===== src/rtl/systola_pkg.sv =====
// rtl/systola_pkg.sv - shared types and helpers for the systolic feeders
`ifndef SYSTOLA_LANE
`define SYSTOLA_LANE(vec, idx, w) vec[(idx)*(w) +: (w)]
`endif

package systola_pkg;

    localparam int DW_DEFAULT = 8;

    typedef enum logic [1:0] {
        IDLE   = 2'd0,
        STREAM = 2'd1,
        DRAIN  = 2'd2
    } state_t;

endpackage


===== src/rtl/skew_delay_line.sv =====
// rtl/skew_delay_line.sv - fixed-depth shift of {fire, data} for one array row
module skew_delay_line #(
    parameter int DEPTH = 1,
    parameter int DW    = 8
) (
    input  logic          clk,
    input  logic          rst,
    input  logic          in_fire,
    input  logic [DW-1:0] in_data,
    output logic          fire,
    output logic [DW-1:0] data
);

    logic [DEPTH-1:0] fire_q;
    logic [DW-1:0]    data_q [DEPTH];

    // Shift fire and data together one stage per clock; reset flushes every stage.
    always_ff @(posedge clk or posedge rst) begin
        if (rst) begin
            fire_q <= '0;
            for (int i = 0; i < DEPTH; i++) begin
                data_q[i] <= '0;
            end
        end else begin
            fire_q[0] <= in_fire;
            data_q[0] <= in_data;
            for (int i = 1; i < DEPTH; i++) begin
                fire_q[i] <= fire_q[i-1];
                data_q[i] <= data_q[i-1];
            end
        end
    end

    assign fire = fire_q[DEPTH-1];
    assign data = data_q[DEPTH-1];

endmodule


===== src/rtl/act_skew_feeder.sv =====
// rtl/act_skew_feeder.sv - diagonal-skew feeder for one edge of the PE array
module act_skew_feeder
    import systola_pkg::*;
#(
    parameter int ROWS = 4,
    parameter int DW   = DW_DEFAULT
) (
    input  logic               clk,
    input  logic               rst,
    input  logic               in_valid,
    output logic               in_ready,
    input  logic [ROWS*DW-1:0] in_data,
    input  logic               in_last,
    output logic [ROWS-1:0]    fire,
    output logic [ROWS*DW-1:0] a,
    output logic               done
);

    localparam int CW = $clog2(ROWS) + 1;

    state_t        state;
    logic [CW-1:0] drain_cnt;
    logic          accept;

    assign accept = in_valid & in_ready;

    // Stream FSM: in_ready and done are registered from the next state so nothing
    // combinational reaches them from in_valid.
    always_ff @(posedge clk or posedge rst) begin
        if (rst) begin
            state     <= IDLE;
            drain_cnt <= '0;
            in_ready  <= 1'b0;
            done      <= 1'b0;
        end else begin
            done <= 1'b0;
            case (state)
                IDLE, STREAM: begin
                    in_ready <= 1'b1;
                    if (accept) begin
                        if (in_last) begin
                            if (ROWS > 1) begin
                                state     <= DRAIN;
                                drain_cnt <= CW'(ROWS - 1);
                                in_ready  <= 1'b0;
                            end else begin
                                state <= IDLE;
                                done  <= 1'b1;
                            end
                        end else begin
                            state <= STREAM;
                        end
                    end
                end
                DRAIN: begin
                    // Last vector reaches row ROWS-1 exactly when the count hits 1.
                    if (drain_cnt == CW'(1)) begin
                        state     <= IDLE;
                        drain_cnt <= '0;
                        done      <= 1'b1;
                        in_ready  <= 1'b1;
                    end else begin
                        drain_cnt <= drain_cnt - CW'(1);
                    end
                end
                default: begin
                    state    <= IDLE;
                    in_ready <= 1'b1;
                end
            endcase
        end
    end

    // Row r gets r+1 register stages; a non-accept cycle injects a zero bubble.
    for (genvar r = 0; r < ROWS; r++) begin : g_row
        logic [DW-1:0] lane_in;
        assign lane_in = accept ? `SYSTOLA_LANE(in_data, r, DW) : '0;

        skew_delay_line #(
            .DEPTH (r + 1),
            .DW    (DW)
        ) u_delay (
            .clk     (clk),
            .rst     (rst),
            .in_fire (accept),
            .in_data (lane_in),
            .fire    (fire[r]),
            .data    (`SYSTOLA_LANE(a, r, DW))
        );
    end

endmodule


===== config.mk =====
export PLATFORM = sky130hd
export DESIGN_NAME = act_skew_feeder
export DESIGN_NICKNAME = d
export VERILOG_FILES = /design/src/rtl/systola_pkg.sv /design/src/rtl/skew_delay_line.sv /design/src/rtl/act_skew_feeder.sv
export SDC_FILE = /design/constraint.sdc
export NUM_CORES = 1
export LEC_CHECK = 0
export ABC_AREA = 1
export BUFFER_PORTS_ARGS = -buffer_cell sky130_fd_sc_hd__buf_2
export CORE_MARGIN = 8
export CORE_UTILIZATION = 30
export CTS_BUF_LIST = sky130_fd_sc_hd__clkbuf_8
export DETAILED_ROUTE_END_ITERATION = 8
export MAX_ROUTING_LAYER = met4
export PLACE_DENSITY_LB_ADDON = 0.08
export SLEW_MARGIN = 10
export SYNTH_ARGS = -nofsm -noshare
export SYNTH_HDL_FRONTEND = slang
export SYNTH_SLANG_ARGS = --single-unit
export TNS_END_PERCENT = 20

===== constraint.sdc =====
create_clock -name clk -period 3.45 [get_ports clk]
set_clock_uncertainty 0.15 [all_clocks]
set_input_delay 0.5175 -clock clk [delete_from_list [all_inputs] [get_ports clk]]
set_output_delay 0.5175 -clock clk [all_outputs]
set_load 0.01 [all_outputs]

==> metrics.md <==
| Metric | Value |
|---|---|
| Delay-heaviest family, CP | flip-flops |
| Minimum clock period | 1.60 ns |
| Clock buffer depth | 2 |
| Avg Cell Area, Syn | around 13 um^2 |
| Max Cap Violations | 0 |
| Cell taking the most area after synthesis | dfrtp_1 |
| Die area | approximately 13000 um^2 |
| Hold Path Class | flop to flop |
| Flops & latches, synth | just over 90 |
| Yosys top cell area share | between 70% and 80% |
| Remaining DRCs | 0 |
| Worst-margin pin slew | about 1 ns |
| Max VDD drop | around 240 uV |
| F_max | slightly above 600 MHz |
| Critical path's slowest cell | dfrtp_1 |
| Final Setup Violations | 0 |
| Chip width | 115 um |
| Proportion of layout cells with a drive suffix above 1 | between 30 and 40% |
| Initial Util | 30.6% |
| Number of global-route vias before repair | 1623 |
| Dominant cells by area after synthesis | dfrtp_1 (77%), buf_4 (7.1%), inv_1 (4.9%) |
| Hold Crit Endpoint | g_row[3].u_delay.data_q[23]$_DFF_PP0_ |
| Final hold vios | 0 |
| Port Buffers | between 70 and 80 |
| Min-Delay Path Depth | 0 |
| Via count | 1486 |
| Final nets | about 320 |
| CP Cell Sequence | buf_2 |
| Worst slew margin | between 30% and 40% |
| RR Startpoint | in_ready$_DFFE_PP0P_ |
| Fillcell total | slightly below 1000 |
| R2r endpoint | state[0]$_DFFE_PP0P_ |
| CTS tree | yes |
| First-pass GRT wire length | about 8000 um |
| P&R area growth vs syn | 18.4% |
| Root Driver | clkbuf_8 |
| Worst Hold Launch | g_row[3].u_delay.data_q[31]$_DFF_PP0_ |
| Die extent in y | roughly 120 um |
| Warnings, synthesis | 0 |
| Maximum level of the CTS H-tree | 3 |
| Clk sink count | approximately 90 |
| Total global-route track usage | between 8 and 9% |
| CP max FO | 4 |
| Post-CTS Setup Inserts | 0 |
| CP required | roughly 2.8 ns |
| DR WL/cell | about 12 um |
| Reg2Reg Depth | 4 |
| Iter 0 DRT Violations | 21 |
| Pwr dens | between 700 and 800 nW/um^2 |
| Grt total ovfl | 0 |
| Post_cts resized | 0 |
| Row count | 36 |
| Slew Limit Fails | 0 |
| IO Pins | 74 |
| Post-Syn Instances | 226 |
| Crit end category | output port |
| Final WL | about 4800 um |
| Worst-path clk slew | about 0.09 ns |
| Crit. Startpoint | in_ready$_DFFE_PP0P_ |
| Final total power | around 2.5 mW |
| Startpoint types | flop |
| RSZ-0062 raised after global routing | false |
| Placed Cells | around 400 |
| Worst R2R Setup Slack | between 2 and 2.5 ns |
| Largest net degree at the start of global routing | a little over 80 |
| Core area | around 9700 um^2 |
| Synth cell types | 17 |
| Hold_buf cts | 0 |
| Synthesized area | between 2000 and 3000 um^2 |
| Crit path largest cell delay | between 0.4 and 0.5 ns |
| Crit path arrival time | around 0.94 ns |
| Synthesized Nets | between 200 and 300 |
| Worst skew pair latency | between 0.3 and 0.4 ns |
| RePlAce Congestion | just under 0.7 |
| Leakage | 2.01 nW |
| WP buf/inv | 1 |
| Post-route clock period utilization | ~46% |
| Utilization after layout | between 30% and 40% |
| Initial antenna violation count | 0 |
| Diode count | 0 |
| Final ANT Viol Nets | 0 |
| Dpl hpwl | 3110 um |
| Sequential share of the synthesized area | between 70% and 80% |
| Total Negative Setup Slacks | 0 ns |
| CTS Buf Count | 9 |
| Critical path class | flop to output port |
| Vias per cell | about 3.6 |
| Status | complete, no violations |
| Initial DRT Pass Iterations | 4 |
| Final cell count without fillers | about 420 |
logic make-up after synthesis:
logic type,after synthesis,synth area share (%)
buffers and inverters,71,13.3
flip-flops,91,76.7
adder cells (fa/ha/maj),2,0.843
AO/OA/AOI/OAI,3,0.590
AND/OR/NAND/NOR,59,8.56
flip-flops by register name (all words and copies together), names as in the netlist:
register	flops
state	2
done	1
in_ready	1
g_row.u_delay.data	32
g_row.u_delay.data_q	48
g_row.u_delay.fire_q	4
drain_cnt	3
layout by cell type, fill, tap and decap left out:
master,n
buf_2,73
buf_4,2
bufinv_16,3
clkbuf_8,10
clkinv_4,1
dfrtp_1,91
ha_1,2
inv_1,39
inv_2,1
inv_4,1
nand2_1,15
nand2_2,3
nand2_4,1
nand3_1,2
nand4_1,2
nor2_1,34
nor2_4,1
o211ai_1,1
o21ai_0,1
o21ai_1,1
or2_2,1
worst max path at each step:
stage | slack [ns] | cells past startpoint | endpoint
2_1_floorplan | 0.42 | 1 | done$_DFF_PP0_
3_3_place_gp | 1.77 | 3 | g_row[3].u_delay.data_q[28]$_DFF_PP0_
3_5_place_dp | 1.76 | 3 | g_row[1].u_delay.data_q[8]$_DFF_PP0_
4_1_cts | 1.82 | 1 | in_ready
5_1_grt | 1.81 | 1 | in_ready
6_report | 1.85 | 1 | in_ready
layout make-up:
class                           instances  area, um^2  area share [%]
Clock inverter                          5         103            2.92
Clock buffer                           10         138            3.92
Inverter                               40         153            4.34
Sequential cell                        91        2280            64.8
Multi-Input combinational cell         64         297            8.44
Timing Repair Buffer                   75         380            10.8
Tap cell                              133         166            4.74
synth_stat cells:
cell	number
nand2_2	3
nand2_1	15
buf_6	3
nor2_1	34
o21ai_1	1
ha_1	2
o211ai_1	1
buf_4	28
nand3_1	2
or2_2	1
nor2_4	1
inv_1	39
nand4_1	2
o21ai_0	1
inv_2	1
nand2_4	1
dfrtp_1	91
per-layer routing:
metal | up-vias | part of all wire, % | track usage (%)
met5 | - | 0 | -
met4 | 0 | 1.3 | 4.99
met3 | 7 | 6.4 | 2.61
met2 | 38 | 46 | 11.9
met1 | 707 | 46 | 9.69
li1 | 734 | - | -
where the power goes:
part           internal [mW]  total, mW  switching (mW)
combinational          0.130      0.347           0.216
clock                  0.496      0.848           0.352
sequential              1.23       1.30          0.0649
total                   1.86       2.49           0.633
stage by stage:
| stage | instance area (um^2) | hold slack, ns | setup slack (ns) |
|---|---|---|---|
| final | 3510 | 0.195 | 1.85 |
| after global routing | 3510 | 0.202 | 1.81 |
| after CTS | 3510 | 0.198 | 1.82 |
| after detailed placement | 3270 | 0.185 | 1.76 |
| after global placement | 3270 | 0.181 | 1.77 |
| after floorplan | 2970 | 0.181 | 0.419 |
(Power assumes the default switching activity.)
